File: src/rtl/period_meter.sv
// Measures the period and high time of a slow, asynchronous square wave in clk
// cycles. Single-shot by default; CONTINUOUS=1 re-arms on every closing edge.
module period_meter #(
  parameter int CNT_W       = 16,
  parameter int SYNC_STAGES = 2,
  parameter bit CONTINUOUS  = 1'b0
) (
  input  logic             clk,
  input  logic             rst,
  input  logic             sig_in,
  input  logic             start,
  output logic             busy,
  output logic             valid,
  output logic [CNT_W-1:0] period,
  output logic [CNT_W-1:0] high_time,
  output logic             overflow
);

  typedef enum logic [1:0] {IDLE, ARM, MEAS} state_t;

  localparam logic [CNT_W-1:0] ONE = CNT_W'(1);
  localparam logic [CNT_W-1:0] MAX = '1;

  state_t                 state, state_n;
  logic [SYNC_STAGES-1:0] sync_q;
  logic                   sig_s, sig_d, rise;
  logic [CNT_W-1:0]       cnt, hcnt;
  logic                   sat;

  assign sig_s = sync_q[SYNC_STAGES-1];
  assign rise  = sig_s & ~sig_d;
  assign busy  = (state != IDLE);
  // Saturation only wins when no edge arrives in the same cycle.
  assign sat   = (state == MEAS) && !rise && (cnt == MAX);

  always_ff @(posedge clk) begin
    if (rst) begin
      sync_q <= '0;
      sig_d  <= 1'b0;
    end else begin
      sync_q <= {sync_q[SYNC_STAGES-2:0], sig_in};
      sig_d  <= sig_s;
    end
  end

  always_ff @(posedge clk) begin
    if (rst) state <= IDLE;
    else     state <= state_n;
  end

  always_comb begin
    state_n = state;
    case (state)
      IDLE: if (start) state_n = ARM;
      ARM:  if (rise)  state_n = MEAS;
      MEAS: begin
        if (sat)                      state_n = IDLE;
        else if (rise && !CONTINUOUS) state_n = IDLE;
      end
      default: state_n = IDLE;
    endcase
  end

  always_ff @(posedge clk) begin
    if (rst) begin
      cnt       <= '0;
      hcnt      <= '0;
      valid     <= 1'b0;
      period    <= '0;
      high_time <= '0;
      overflow  <= 1'b0;
    end else begin
      valid <= 1'b0;
      case (state)
        ARM: begin
          if (rise) begin
            cnt  <= ONE;
            hcnt <= ONE;
          end
        end
        MEAS: begin
          if (rise) begin
            period    <= cnt;
            high_time <= hcnt;
            overflow  <= 1'b0;
            valid     <= 1'b1;
            cnt       <= ONE;
            hcnt      <= ONE;
          end else if (cnt == MAX) begin
            period    <= MAX;
            high_time <= hcnt;
            overflow  <= 1'b1;
            valid     <= 1'b1;
          end else begin
            cnt  <= cnt + ONE;
            hcnt <= hcnt + CNT_W'(sig_s);
          end
        end
        default: ;
      endcase
    end
  end

endmodule

File: config.mk
export PLATFORM = sky130hd
export DESIGN_NAME = period_meter
export DESIGN_NICKNAME = d
export VERILOG_FILES = /design/src/rtl/period_meter.sv
export SDC_FILE = /design/constraint.sdc
export NUM_CORES = 1
export LEC_CHECK = 0
export CAP_MARGIN = 15
export CORE_MARGIN = 10
export CORE_UTILIZATION = 59
export CTS_CLUSTER_SIZE = 14
export DETAILED_ROUTE_END_ITERATION = 6
export GPL_TIMING_DRIVEN = 0
export PLACE_DENSITY = 0.82
export SLEW_MARGIN = 20
export SYNTH_ARGS = -nofsm -noshare
export SYNTH_HDL_FRONTEND = slang
export SYNTH_SLANG_ARGS = --single-unit
File: constraint.sdc
create_clock -name clk -period 4.5 [get_ports clk]
set_clock_uncertainty 0.15 [all_clocks]
set_input_delay 0.45 -clock clk [delete_from_list [all_inputs] [get_ports clk]]
set_output_delay 0.45 -clock clk [all_outputs]
set_load 0.1 [all_outputs]
==> flow_summary.toml <==
[run_status]
status = "completed"

[worst_setup_path]
critPathArrivalTime_ns = 2.97
worstSetupEndpointType = "flip-flop"
cp-start-kind = "flip-flop"
worstPathRequired_ns = 4.57
crit_fanout = 10
critPathKind = "flip-flop to flip-flop"

[power_and_ir_drop]
power_density_nw_per_um2 = 435
peakVddDrop_uv = 288
leakagePower_nw = 1.29

[synthesis]
synth_compound_area_frac = 0.168
yosys.area_share.simple = 0.272
yosysSeqAreaShare = 0.461
synth_nets = 377
synth_warnings = 0
syn_area_per_cell_um2 = 8.45
synthAdderAreaFrac = 0.0325
synth.area.mux_share = 0.00649
synthDistinctLibCells = 46
ys_ff_latch = 71
synthXorXnorAreaFrac = 0.0170
synth_top_family_by_area = "simple AND/OR/NAND/NOR gates"
synthesis.area_um2 = 3080
syn_inst = 365

[drt]
drtAntennaViolNets = 0
drc = 0
avgViaCountPerCell = 5.88
wl_per_cell_um = 15.9
drtIter0Drc = 164
num_vias = 2868
firstDrtPassIters = 4
drt-total-wl_mm = 7.75

[final_layout]
area_delta_synth_final_pct = 22.1
stdcell_area_um2 = 3770
antenna_cells = 0
fillers = 419
fin_nets = 425
drive_gt1_frac = 0.0598

[clock_network]
cts.repair.resized = 0
clk_latency_ns = 0.35
path_clk_slew_ns = 0.07
cts_hold_buffers = 0
cts_made_buffers = 9
clockBufferDepth = 2
cts_root_buf = "clkbuf_8"
cts_tree = "built"
htreeDepth = 3
cts.sinks = 71
post_cts_buffers = 0

[sta]
period_minus_slack_ns = 2.91
setup_tns_ns = 0
hold_viol = 0
tightest_slew_ns = 1.05
grt_setup_unrepaired = "no"
min_period_over_period = 0.646
maxSlewViolCount = 0
maxSlewHeadroom = 0.292
fmax_mhz = 344
layout_setup_ws_ns = 1.59
setup_viol_count_final = 0
whs_ns = 0.304

[placement]
dp_hpwl_mm = 5.56
gp_congestion = 0.851
dpl_cell_area_um2 = 3540
post-place-ws_ns = 1.63
numPortBuffers = 37

[die]
core_area_um2 = 5070
dieArea_um2 = 8520
die_h_um = 92.3
rows = 26
die_w_um = 92.3
initial_core_util = 0.608
top_level_ports = 39

[grt]
grt-ovfl-total = 0
grt_pass1_vias = 2723
grt_max_degree = 12
antenna_found_initial = 0
grt_usage = 0.183
grt_first_pass_wirelength_mm = 12.9

[hold_path]
min_path_type = "flip-flop to flip-flop"

[flow_run]
drv_cap = 0
-- cells by family (layout without fill, tap and decap cells) --
group | Yosys count | in the layout
mux | 2 | 2
flops | 71 | 71
fa+ha+maj | 8 | 8
xor+xnor | 6 | 6
simple gates | 173 | 173
buf+inv | 26 | 79
compound gates | 79 | 79
-- through the flow --
step	util	cells	power, mW
floorplan	-	365	0.976
global route	0.742	488	1.69
CTS	0.742	488	1.64
finish	0.742	488	1.64
detailed placement	0.698	472	1.08
global placement	0.698	472	1.07
-- cells in the final DEF (no fill, tap or decap), types with 2 or more instances in the layout --
master,n
a211oi_1,2
a21oi_1,29
a22oi_1,2
a31oi_1,3
and3_1,2
and4_1,4
buf_4,2
buf_6,2
bufinv_16,2
clkbuf_1,14
clkbuf_8,11
clkdlybuf4s50_1,37
dfxtp_1,71
ha_1,8
inv_1,8
mux2i_1,2
nand2_1,49
nand3_1,12
nand4_1,11
nor2_1,46
nor2b_1,6
nor3_1,18
nor4_1,2
o2111ai_1,4
o211ai_1,11
o21ai_0,5
o21ai_1,4
o31ai_1,11
or3_1,9
or4_1,6
xor2_1,6
-- cell usage after synthesis, drive strengths merged --
cell type | count | area, µm²
and2 | 1 | 6.26
a21o | 1 | 7.51
o2111ai | 4 | 35.0
o211ai | 11 | 82.6
and4 | 4 | 35.0
a31oi | 3 | 18.8
nor3b | 1 | 7.51
nor2 | 46 | 173
mux2i | 2 | 20.0
o311ai | 1 | 8.76
o2111a | 1 | 11.3
dfxtp | 71 | 1420
nand3b | 1 | 7.51
a21boi | 2 | 18.8
nand3 | 12 | 60.1
clkbuf | 12 | 45.0
a211oi | 2 | 15.0
o31a | 1 | 8.76
nand4b | 1 | 8.76
o31ai | 11 | 82.6
and3 | 2 | 12.5
xor2 | 6 | 52.6
ha | 8 | 100
nor4 | 2 | 12.5
a22oi | 2 | 15.0
o21ai | 10 | 61.3
nor2b | 6 | 37.5
o221ai | 1 | 8.76
a21oi | 29 | 145
or3 | 9 | 56.3
buf | 6 | 57.5
inv | 8 | 30.0
nor3 | 18 | 90.1
nand2 | 49 | 184
nand4 | 12 | 81.3
or2 | 1 | 6.26
nand2b | 2 | 15.0
or4 | 6 | 45.0
-- area by class of cell --
type	count	area (µm²)	share of cell area
plain buffers	18	103	0.0272
clock buffers	13	159	0.0422
clock inverters	3	65.1	0.0173
inverters	8	30.0	0.00797
multi-input cells	268	1530	0.406
flip-flops and latches	71	1420	0.377
well taps	70	87.6	0.0233
repair buffers	37	370	0.0983
-- layer usage --
layer | up-vias | track usage | wire length [µm]
met1 | 1362 | 0.207 | 3290
met4 | 0 | 0.0887 | 145
met5 | - | 0 | 0
met3 | 15 | 0.0597 | 578
met2 | 89 | 0.305 | 3730
li1 | 1402 | - | -
-- sequential cells by signal (all words and copies together) (netlist names) --
register   flops
cnt           16
hcnt          16
high_time     16
overflow       1
period        16
sig_d          1
state          2
sync_q         2
valid          1
-- final timing paths --
kind	from	end	slack [ns]	cells after the start
max	cnt[0]	high_time[11]	1.59	7
min	high_time[1]	high_time[1]	0.30	2
max reg2reg	cnt[0]	high_time[11]	1.59	7
min reg2reg	high_time[1]	high_time[1]	0.30	2
-- where the power goes --
group          leakage [nW]  switching [mW]  internal, mW
Clock                 0.114           0.228         0.342
Sequential            0.573          0.0191         0.650
Combinational         0.600           0.283         0.115
Total                  1.29           0.530          1.11
-- critical path, cell delays in order, from the launching register on --
cell      delay (ns)
dfxtp_1         0.41
ha_1            0.21
nand3_1         0.19
nor4_1          0.90
o21ai_1         0.41
clkbuf_1        0.31
nand2_1         0.12
a21oi_1         0.06
(Power assumes the default switching activity.)
